===== src/rtl/pov_digit_sequencer.sv =====
// Time-slot sequencer: drives a shared segment bus with one digit pattern per slot,
// blanking between digits and an extra gap after every group, restarting once per frame.
module pov_digit_sequencer #(
    parameter int N_DIGITS  = 6,
    parameter int SEG_W     = 7,
    parameter int ON_CYC    = 1,
    parameter int BLANK_CYC = 3,
    parameter int GROUP     = 2,
    parameter int GAP_CYC   = 20,
    parameter int FRAME_CYC = 900,
    parameter int CNT_W     = 16,
    localparam int IDX_W    = (N_DIGITS > 1) ? $clog2(N_DIGITS) : 1
) (
    input  logic                      clk,
    input  logic                      rst_n,
    input  logic                      en,
    input  logic                      sync,
    input  logic                      dir,
    input  logic [N_DIGITS*SEG_W-1:0] digits_in,
    output logic [SEG_W-1:0]          seg_out,
    output logic                      seg_valid,
    output logic [IDX_W-1:0]          digit_idx,
    output logic                      frame_start
);

    localparam int NEED_CYC = 1 + N_DIGITS * (ON_CYC + BLANK_CYC)
                            + ((N_DIGITS + GROUP - 1) / GROUP - 1) * GAP_CYC;
    localparam logic [CNT_W-1:0] LAST_C = CNT_W'(FRAME_CYC - 1);

    generate
        if (NEED_CYC > FRAME_CYC) begin : g_frame_too_short
            $error("pov_digit_sequencer: slot schedule needs %0d cycles, FRAME_CYC is %0d",
                   NEED_CYC, FRAME_CYC);
        end
        if (longint'(FRAME_CYC - 1) >= (longint'(1) << CNT_W)) begin : g_cnt_too_narrow
            $error("pov_digit_sequencer: CNT_W too small for FRAME_CYC");
        end
    endgenerate

    function automatic int slot_start(input int j);
        return 1 + j * (ON_CYC + BLANK_CYC) + (j / GROUP) * GAP_CYC;
    endfunction

    typedef enum logic {IDLE, RUN} state_t;

    state_t                    state_q, state_d;
    logic [CNT_W-1:0]          cnt_q, cnt_d;
    logic [N_DIGITS*SEG_W-1:0] shadow_q, shadow_d;
    logic                      dir_q, dir_d;
    logic [SEG_W-1:0]          seg_d;
    logic                      valid_d;
    logic [IDX_W-1:0]          idx_d;
    logic                      fs_d;
    logic                      restart;
    logic                      hit;
    logic [CNT_W-1:0]          s_lo;
    logic [SEG_W-1:0]          pat;
    logic [IDX_W-1:0]          phys;
    int                        pj;

    always_ff @(posedge clk or negedge rst_n) begin
        if (!rst_n) begin
            state_q     <= IDLE;
            cnt_q       <= '0;
            shadow_q    <= '0;
            dir_q       <= 1'b0;
            seg_out     <= '0;
            seg_valid   <= 1'b0;
            digit_idx   <= '0;
            frame_start <= 1'b0;
        end else begin
            state_q     <= state_d;
            cnt_q       <= cnt_d;
            shadow_q    <= shadow_d;
            dir_q       <= dir_d;
            seg_out     <= seg_d;
            seg_valid   <= valid_d;
            digit_idx   <= idx_d;
            frame_start <= fs_d;
        end
    end

    // Outputs are computed for the cycle the counter is about to enter, so they stay registered.
    always_comb begin
        state_d  = state_q;
        cnt_d    = cnt_q;
        shadow_d = shadow_q;
        dir_d    = dir_q;
        restart  = 1'b0;
        hit      = 1'b0;
        s_lo     = '0;
        pat      = '0;
        phys     = '0;
        pj       = 0;

        if (!en) begin
            state_d = IDLE;
            cnt_d   = '0;
        end else if (state_q == IDLE || sync || cnt_q == LAST_C) begin
            restart  = 1'b1;
            state_d  = RUN;
            cnt_d    = '0;
            shadow_d = digits_in;
            dir_d    = dir;
        end else begin
            cnt_d = cnt_q + 1'b1;
        end

        // Cycle 0 never falls in a slot, so the old dir/shadow are safe to use here.
        for (int j = 0; j < N_DIGITS; j++) begin
            s_lo = CNT_W'(slot_start(j));
            if (state_d == RUN && cnt_d >= s_lo && cnt_d < s_lo + CNT_W'(ON_CYC)) begin
                hit  = 1'b1;
                pj   = dir_q ? (N_DIGITS - 1 - j) : j;
                pat  = shadow_q[pj*SEG_W +: SEG_W];
                phys = IDX_W'(pj);
            end
        end

        seg_d   = hit ? pat : '0;
        valid_d = hit;
        fs_d    = restart;
        if (hit)                 idx_d = phys;
        else if (state_d == IDLE) idx_d = '0;
        else                     idx_d = digit_idx;
    end

endmodule


===== config.mk =====
export PLATFORM = sky130hd
export DESIGN_NAME = pov_digit_sequencer
export DESIGN_NICKNAME = d
export VERILOG_FILES = /design/src/rtl/pov_digit_sequencer.sv
export SDC_FILE = /design/constraint.sdc
export NUM_CORES = 1
export LEC_CHECK = 0
export ABC_AREA = 1
export BUFFER_PORTS_ARGS = -buffer_cell sky130_fd_sc_hd__buf_2
export CORE_MARGIN = 3
export CORE_UTILIZATION = 57
export DETAILED_ROUTE_END_ITERATION = 7
export GPL_TIMING_DRIVEN = 0
export PLACE_DENSITY = 0.8
export SLEW_MARGIN = 20
export SYNTH_ARGS = -nofsm -noshare
export SYNTH_HDL_FRONTEND = slang
export SYNTH_SLANG_ARGS = --single-unit
export TNS_END_PERCENT = 5

===== constraint.sdc =====
create_clock -name clk -period 2.7 [get_ports clk]
set_clock_uncertainty 0.15 [all_clocks]
set_input_delay 0.27 -clock clk [delete_from_list [all_inputs] [get_ports clk]]
set_output_delay 0.27 -clock clk [all_outputs]
set_load 0.005 [all_outputs]

==> reports/metrics.csv <==
metric;value;unit
grt-ovfl-total;0;
io_buffer_count;58;
dieArea;0.008115;sq mm
cts.sink_count;72;
setup_tns;0;ps
synth-simple-area-share;32.75;%
core;0.006832;sq mm
yosys.cell_count.top_type;nand2_1;
maxCapViolCount;0;
ctsLongestPathBuffers;2;
drc;0;
path_class;reg2reg;
diodes;0;
postLayoutCellArea;0.005440;sq mm
fmax;372.5;MHz
start_util;58.99;%
cts_max_level;3;
yosysWarnings;0;
routed_wl;12.32;mm
path_cells;ha_4 -> nand2_4 -> nor2_4 -> nand2_1 -> xor2_2 -> a21oi_2 -> nor2_4 -> nand3_4 -> nor2_4 -> buf_6 -> a21oi_1 -> o21ai_1 -> nand2_1 -> nand2_1 -> a21oi_2;
final_nets;743;
ir_worst_vdd;360.2;uV
cp.arrival;2780;ps
worst-path-max-fanout;6;
hold_path.class;in2reg;
vias_per_cell;5.497;
cts_buffers;9;
globalplace.congestion;0.8954;
worstPathRequired;2800;ps
grt_pass1_wl;19.43;mm
p_per_area;455.1;mW/mm^2
antenna_found_initial;0;
hold_viol;0;
placed_area;0.004463;sq mm
cp_slowest_cell;dfrtp_1;
synth-edff-count;0;
crit_buf_inv;1;
syn_nets;612;
yosys-top-cells-area;dfrtp_1 (45%), nand2_1 (19%), o21ai_0 (7.6%), nor2_1 (4.4%), inv_1 (4.3%);
clk_latency;360;ps
avgSynthCellArea;7.146;sq um
grt_pass1_vias;4081;
grt_max_degree;39;
final_util;79.63;%
report.final.slew_viol_count;0;
synthToLayoutAreaGrowth;34.99;%
setup_violations;0;
yosysTopAreaCell;dfrtp_1;
synth_ff_type;dfrtp_1;
routed-via-count;4376;
hpwl;7.842;mm
synthMuxAreaShare;0;%
synthTopCellsByCount;nand2_1 (201), dfrtp_1 (72), o21ai_0 (61);
cpPeakStageDelay;420;ps
first_pass_iters;6;
p_leak;2.670;nW
path_delay_family;simple AND/OR/NAND/NOR gates;
min_period_over_period;99.42;%
startpoint_type;register;
rsz0062_at_grt;yes;
synthAdderAreaFrac;0.3105;%
syn_inst;564;
grt_usage;29.73;%
drtIter0Drc;388;
ys_types;25;
dp_cells;719;
finalWorstPathRequiredPeriod;2684;ps
synth_compound_area_share;13.54;%
async_flop_share;100.0;%
outcome;finished clean;
worst_pin_slew;492.1;ps
synth_top_family_by_area;simple AND/OR/NAND/NOR gates;
die_h;90.09;um
cts_tree;built;
ys_seq_area_share;44.71;%
syn_area;0.004030;sq mm
rows;30;
antenna_left;0;
synth-seq-cells;72;
nFillCells;470;
synth_xor_area_share;1.521;%
cts_root_buf;clkbuf_8;
end_kind;register;
die_w;90.09;um
wire_per_inst;15.47;um
io_pins;59;
yosys.area.top_type_share;44.71;%
drive_above_1_share;23.71;%
clkTransAtPathRegs;80;ps
stdcell_count;796;
maxSlewHeadroom;67.19;%
[cell usage in the layout, fill, tap and decap left out, drive strengths merged, types with 3 or more instances in the layout]
master,instances
inv,52
buf,81
clkbuf,28
nand2,204
nand3,28
o21ai,77
nor2,65
dfrtp,72
nand4,3
clkinv,4
xor2,7
a21oi,29
dlygate4sd3,42
[sequential cells by signal, summed over array words and instances, names as in the netlist]
signal       count
state_q          1
cnt_q           16
frame_start      1
seg_valid        1
dir_q            1
seg_out          7
digit_idx        3
shadow_q        42
[logic make-up after synthesis]
logic type | Yosys count
adders and majority gates | 1
AOI/OAI and AO/OA | 108
buffers and inverters | 74
and+or+nand+nor | 302
xor gates and xnor gates | 7
DFF | 72
[tightest hold or removal path, delay by kind of cell]
kind	cells	cell delay [ps]
compound gates	1	80
buf+inv	1	80
simple gates	1	40
[routing by layer]
layer | GRT usage (%) | up-vias | part of all wire, %
met5 | 0 | - | 0
met4 | 11.61 | 0 | 2.9
li1 | - | 2044 | -
met1 | 37.96 | 2032 | 38
met2 | 50.16 | 258 | 51
met3 | 5.523 | 42 | 7.8
[where the power goes]
part	internal, mW	switching, mW
Clock	0.426	0.429
Sequential	1.16	0.0582
Combinational	0.154	0.251
Total	1.74	0.739
[final timing paths]
check                             start      endpoint  slack [ps]  cells past startpoint
max reg2reg                    cnt_q[1]    seg_out[2]          20                     15
min reg2reg                digit_idx[0]  digit_idx[0]         350                      2
min                        digits_in[4]   shadow_q[4]          10                      3
max                            cnt_q[1]    seg_out[2]          20                     15
min in group asynchronous         rst_n  digit_idx[1]         240                      2
max in group asynchronous         rst_n  shadow_q[17]        1600                      3
[stage by stage]
stage	hold WS [ps]	power [mW]	setup slack, ps
2_1_floorplan	-175.6	1.417	432.5
3_3_place_gp	303.6	1.544	10.95
3_5_place_dp	96.94	1.566	-63.85
4_1_cts	13.31	2.453	36.26
5_1_grt	48.88	2.582	-127.5
6_report	11.88	2.476	15.61
[layout make-up]
type                    instances  area (sq um)  share of cell area [%]
plain buffers                  23         110.1                   2.024
clock buffers                   9         123.9                   2.277
clock inverters                 7         70.07                   1.288
inverters                      51         193.9                   3.565
multi-input cells             419          2145                   39.42
flip-flops and latches         72          1805                   33.19
well taps                      96         120.1                   2.208
repair buffers                119         872.1                   16.03
[repair_timing]
action / in CTS / in global routing
resized for setup: 1 / 61
gates cloned: 0 / 1
hold endpoints to repair: 75 / 0
hold buffers: 42 / 0
setup buffers: 7 / 11
endpoints found under the setup margin: 7 / 10
pin swaps: 3 / 16
Power figures use the tool's default switching activity.
